--- config.mk ---
export PLATFORM = sky130hd
export DESIGN_NAME = uop_queue
export DESIGN_NICKNAME = d
export VERILOG_FILES = /design/src/rtl/uop_queue_pkg.sv /design/src/rtl/uop_queue_lead_ones_cnt.sv /design/src/rtl/uop_queue.sv
export SDC_FILE = /design/constraint.sdc
export NUM_CORES = 1
export LEC_CHECK = 0
export CORE_MARGIN = 5
export CORE_UTILIZATION = 55
export CTS_BUF_LIST = sky130_fd_sc_hd__clkbuf_8
export DETAILED_ROUTE_END_ITERATION = 6
export GPL_ROUTABILITY_DRIVEN = 0
export PLACE_DENSITY = 0.77
export SYNTH_ARGS = -nofsm -noshare
export SYNTH_HDL_FRONTEND = slang
export SYNTH_SLANG_ARGS = --single-unit
--- constraint.sdc ---
create_clock -name clk -period 8.29 [get_ports clk]
set_input_delay 1.2435 -clock clk [delete_from_list [all_inputs] [get_ports clk]]
set_output_delay 1.2435 -clock clk [all_outputs]
set_load 0.02 [all_outputs]
--- src/rtl/uop_queue_pkg.sv ---
// Shared types for the rename-to-dispatch micro-op queue.
// uop_t is stored opaquely; the queue never looks inside it.
package uop_queue_pkg;

  typedef struct packed {
    logic [31:0] pc;
    logic [15:0] op;
  } uop_t;

  localparam int UOP_WIDTH  = $bits(uop_t);
  localparam int UOPQ_DEPTH = 8;

  typedef logic [$clog2(UOPQ_DEPTH+1)-1:0] uopq_cnt_t;

endpackage

--- src/rtl/uop_queue_lead_ones_cnt.sv ---
// Counts the run of consecutive ones starting at bit 0.
// Used to turn lane-valid vectors into in-order transfer counts.
module lead_ones_cnt
  import uop_queue_pkg::*;
#(
  parameter int W = 2
) (
  input  logic [W-1:0]               vec,
  output logic [$clog2(W+1)-1:0]     cnt
);

  localparam int CW = $clog2(W+1);

  logic run;

  // Walk up from lane 0 and stop counting at the first zero
  always_comb begin
    cnt = '0;
    run = 1'b1;
    for (int i = 0; i < W; i++) begin
      if (run && vec[i]) cnt = CW'(i + 1);
      else               run = 1'b0;
    end
  end

endmodule

--- src/rtl/uop_queue.sv ---
// Multi-lane in-order micro-op queue between rename and dispatch.
// Optional feature macro: QU_UOP_QUEUE_BYPASS_EN (empty-queue enq->deq bypass).
module uop_queue
  import uop_queue_pkg::*;
#(
  parameter int DEPTH     = UOPQ_DEPTH,
  parameter int ENQ_WIDTH = 2,
  parameter int DEQ_WIDTH = 2
) (
  input  logic                          clk,
  input  logic                          rst,
  input  logic                          flush,
  input  logic [ENQ_WIDTH-1:0]          enq_valid,
  input  uop_t [ENQ_WIDTH-1:0]          enq_uop,
  output logic                          enq_ready,
  output logic [DEQ_WIDTH-1:0]          deq_valid,
  output uop_t [DEQ_WIDTH-1:0]          deq_uop,
  input  logic [DEQ_WIDTH-1:0]          deq_ready,
  output logic [$clog2(DEPTH+1)-1:0]    count,
  output logic                          empty,
  output logic                          full
);

  localparam int PW = $clog2(DEPTH);
  localparam int CW = $clog2(DEPTH+1);
  localparam int EW = $clog2(ENQ_WIDTH+1);
  localparam int DW = $clog2(DEQ_WIDTH+1);

  logic [PW-1:0]        head;
  logic [PW-1:0]        tail;
  uop_t                 mem [DEPTH];

  logic [EW-1:0]        n_enq_raw;
  logic [EW-1:0]        n_enq;
  logic [DW-1:0]        n_deq_raw;
  logic [DW-1:0]        n_deq;
  logic [DW-1:0]        skip;   // enqueue lanes consumed directly by the bypass
  logic [DW-1:0]        n_pop;  // entries removed from storage
  logic [DEQ_WIDTH-1:0] deq_hs;
  logic                 byp;
  logic [ENQ_WIDTH-1:0] enq_vld_inc;

  // Space check uses only the registered count, so same-cycle pops never free room
  assign enq_ready = (DEPTH - int'(count)) >= ENQ_WIDTH;
  assign empty     = (count == '0);
  assign full      = (int'(count) == DEPTH);

  lead_ones_cnt #(.W(ENQ_WIDTH)) u_enq_cnt (
    .vec (enq_valid),
    .cnt (n_enq_raw)
  );

  assign deq_hs = deq_valid & deq_ready;

  lead_ones_cnt #(.W(DEQ_WIDTH)) u_deq_cnt (
    .vec (deq_hs),
    .cnt (n_deq_raw)
  );

  assign n_enq = (enq_ready && !flush) ? n_enq_raw : '0;
  assign n_deq = flush ? '0 : n_deq_raw;
  assign skip  = byp ? n_deq : '0;
  assign n_pop = byp ? '0 : n_deq;

`ifdef QU_UOP_QUEUE_BYPASS_EN
  localparam int LW = (ENQ_WIDTH > DEQ_WIDTH) ? ENQ_WIDTH : DEQ_WIDTH;

  logic [LW-1:0] enq_vld_ext;
  uop_t [LW-1:0] enq_uop_ext;

  // Widen the enqueue lanes so every dequeue lane has a bypass source
  always_comb begin
    enq_vld_ext = '0;
    enq_uop_ext = '0;
    for (int j = 0; j < ENQ_WIDTH; j++) begin
      enq_vld_ext[j] = enq_valid[j];
      enq_uop_ext[j] = enq_uop[j];
    end
  end

  assign byp = (count == '0) && !flush;
`else
  assign byp = 1'b0;
`endif

  // Present the oldest entries (or bypassed enqueue lanes) to dispatch
  always_comb begin
    deq_valid = '0;
    deq_uop   = '0;
    for (int i = 0; i < DEQ_WIDTH; i++) begin
      if (int'(count) > i) begin
        deq_valid[i] = 1'b1;
        deq_uop[i]   = mem[head + PW'(i)];
      end
    end
`ifdef QU_UOP_QUEUE_BYPASS_EN
    if (byp) begin
      for (int i = 0; i < DEQ_WIDTH; i++) begin
        if (enq_vld_ext[i] && enq_ready) begin
          deq_valid[i] = 1'b1;
          deq_uop[i]   = enq_uop_ext[i];
        end
      end
    end
`endif
  end

  // Write accepted lanes that were not already handed straight to dispatch
  always_ff @(posedge clk) begin
    for (int j = 0; j < ENQ_WIDTH; j++) begin
      if (j < int'(n_enq) && j >= int'(skip))
        mem[tail + PW'(j - int'(skip))] <= enq_uop[j];
    end
  end

  // Pointer and occupancy update; flush wins over any transfer
  always_ff @(posedge clk or posedge rst) begin
    if (rst) begin
      head  <= '0;
      tail  <= '0;
      count <= '0;
    end else if (flush) begin
      head  <= '0;
      tail  <= '0;
      count <= '0;
    end else begin
      head  <= head + PW'(n_pop);
      tail  <= tail + PW'(int'(n_enq) - int'(skip));
      count <= count + CW'(n_enq) - CW'(n_deq);
    end
  end

  // Enqueue lanes must form a contiguous prefix from lane 0
  assign enq_vld_inc = enq_valid + ENQ_WIDTH'(1);

  a_enq_contig: assert property (@(posedge clk) disable iff (rst)
    (enq_valid & enq_vld_inc) == '0);

endmodule
==> reports/results.ini <==
[setup_path]
cp_num_cells=6
cpLargestDelayFamily=buffers and inverters
critical_path_class=flip-flop to output pin
r2r_end=mem[5][9]
cp_slowest_stage_delay_ns=0.91
cp.buffers_inverters=3
crit_path_frequent_cell=buf_4
r2r_cells=8
crit_chain=buf_4 > buf_4 > mux4_2 > mux2i_1 > nor2_1 > clkdlybuf4s50_1
crit_slowest_cell=dfrtp_4
worst-endpoint-required_ns=7.05
ff2ff_setup_slack_ns=4.24
crit_path_end=deq_uop[11]
cp_max_fo=47
reg2reg_from=count[2]
critPathLaunchType=flip-flop
end_kind=output pin
crit_start=head[0]
critPathArrivalTime_ns=4.46

[pwr]
powerDensity_nw_per_um2=266
p_sw_frac=0.355
combPwrFrac=0.432
vdd_drop_max_mv=0.187
leakage_nw=8.64
p_total_mw=7.15
clkPwrFrac=0.231
switching_power_mw=2.54
seqPwrFrac=0.337
p_int_mw=4.62

[grt]
antenna_found_initial=5
grt_max_degree=75
grt_util_all_layers=0.274
overflow=0
grt_pass1_vias=15400
grt_pass1_wl_um=96000

[floorplanning]
num_rows=75
die_area_um2=46200
core_area_um2=41800
pin_count=208
chipHeight_um=215
start_util=0.554
die_w_um=215

[timing]
holdWs_ns=0.782
maxSlewViolCount=0
setup_ws_ns=2.59
min_period_over_period=0.687
fin_skew_ns=0.0144
tightest_slew_ns=1.22
rsz0062_at_grt=no
max_slew_margin=0.187
setup_viol_count_final=0
setup_tns_ns=0
hold_viol_final=0
max_freq_mhz=175
period_minus_slack_ns=5.70

[routing]
drtPass1Iterations=5
post_drt_wl_per_cell_um=28.8
route.detailed.drc=0
drtAntennaViolNets=0
wl_um=63500
drt-initial-drc-count=1420
vias=14400
via_per_inst=6.53

[synthesis]
synth_ff_type=edfxtp_1
synth_cells=1436
synth_top_cell_area_share=0.499
ys_ff_latch=394
seq_area_frac_synth=0.509
synth.distinct_cells=39
yosysTopAreaCell=edfxtp_1
syn-cell-area_um2=23100
synth_edf_count=384
synth.area.top_cells=edfxtp_1, mux4_2, mux2_2
yosysWarnings=0
syn_nets=1557
synth-async-reset-ratio=0.0254
avgSynthCellArea_um2=16.1

[final_layout]
syn2layout_area_growth_pct=16.2
fin_cells=2209
finalInstanceArea_um2=26900
nFillCells=3033
nNetsFinal=1739
drive_gt1_frac=0.420
final_util=0.643

[clock_network]
clk_latency_ns=0.61
cts.sinks=394
tritoncts=built
post_cts_resized=0
numCtsBuffers=68
holdBufCountCts=0
max-clock-path-buffers=3
cts_root_buf=clkbuf_8
clk_transition_reported_paths_ns=0.06
cts_setup_buffers=0
htreeDepth=3

[placement]
dp.cells=2087
portBuffers=207
placed_area_um2=25600
dpl_worst_slack_ns=3.16
hpwlAfterDp_um=34500

[run]
maxCapViolCount=0

[status]
status=complete, no violations

[worst_hold_path]
whs_path_depth=2
hp-class=flip-flop to flip-flop

## metal layers
metal / GRT usage / wire (um)
met1: 0.365 / 24400
met2: 0.467 / 32100
met3: 0.0529 / 5520
met4: 0.0749 / 1550
met5: 0 / 13
## layout by cell type, fill, tap and decap left out, drive strengths merged, types with 36 or more instances in the layout
cell type / synthesis / layout
a21oi: 54 / 54
clkbuf: 37 / 73
clkdlybuf4s50: 0 / 207
edfxtp: 384 / 384
inv: 14 / 36
mux2: 384 / 384
mux2i: 48 / 48
mux4: 192 / 192
nand2: 100 / 100
nor2: 64 / 64
## worst reg2reg max path: stages, from the launching register on
cell and delay, ns:
dfrtp_1 0.39, inv_1 0.11, ha_1 0.23, nor4bb_1 0.15, o2111ai_2 0.81, nand4b_1 0.16
buf_4 0.27, a21oi_4 0.86, buf_4 0.67
## Yosys cell counts (7+ instances only)
cell type	instances
buf_2	45
nand3_1	10
mux2i_1	48
inv_1	14
nor2b_1	7
clkbuf_1	37
nor2_1	64
dfrtp_1	10
buf_1	9
buf_4	8
mux4_2	192
a21oi_1	54
mux2_2	380
edfxtp_1	384
buf_6	16
ha_1	14
nand2_1	100
## registers in the layout (all words and copies together), names as in the netlist
name and cells:
tail 3, mem 384, count 4, head 3
## power by group through the flow
stage,clock network [mW],logic [mW],registers [mW]
detailed placement,0,3.11,2.45
floorplan,0,1.88,2.41
CTS,1.68,3.13,2.41
global placement,0,3.08,2.44
finish,1.65,3.09,2.41
global route,1.77,3.29,2.42
## worst min-delay path by stage
stage	startpoint	to	slack [ns]
after floorplan	tail[0]	tail[0]	0.61
after global placement	tail[2]	tail[2]	0.74
after detailed placement	count[0]	count[0]	0.77
after CTS	count[0]	count[0]	0.78
after global routing	count[3]	count[3]	0.84
final	count[0]	count[0]	0.78
## cell type report
| cell class | instances | area [um^2] | share of cell area |
|---|---|---|---|
| clock buffer | 73 | 1000 | 0.0374 |
| antenna | 5 | 12.5 | 0.000466 |
| multi-input combinational | 913 | 10900 | 0.405 |
| clock inverter | 44 | 221 | 0.00824 |
| sequential | 394 | 11800 | 0.439 |
| timing repair buffer | 227 | 2230 | 0.0832 |
| inverter | 14 | 52.6 | 0.00196 |
| tap | 539 | 674 | 0.0251 |
## kinds of logic (layout without fill, tap and decap cells)
family / after synthesis / after routing / synth area share
buffers and inverters: 129 / 358 / 0.0299
and+or+nand+nor: 201 / 201 / 0.0374
muxes: 624 / 624 / 0.395
xor gates and xnor gates: 7 / 7 / 0.00265
DFF: 394 / 394 / 0.509
adders and majority gates: 18 / 18 / 0.0110
other: 0 / 5 / 0
AOI/OAI and AO/OA: 63 / 63 / 0.0148
Power figures use the tool's default switching activity.
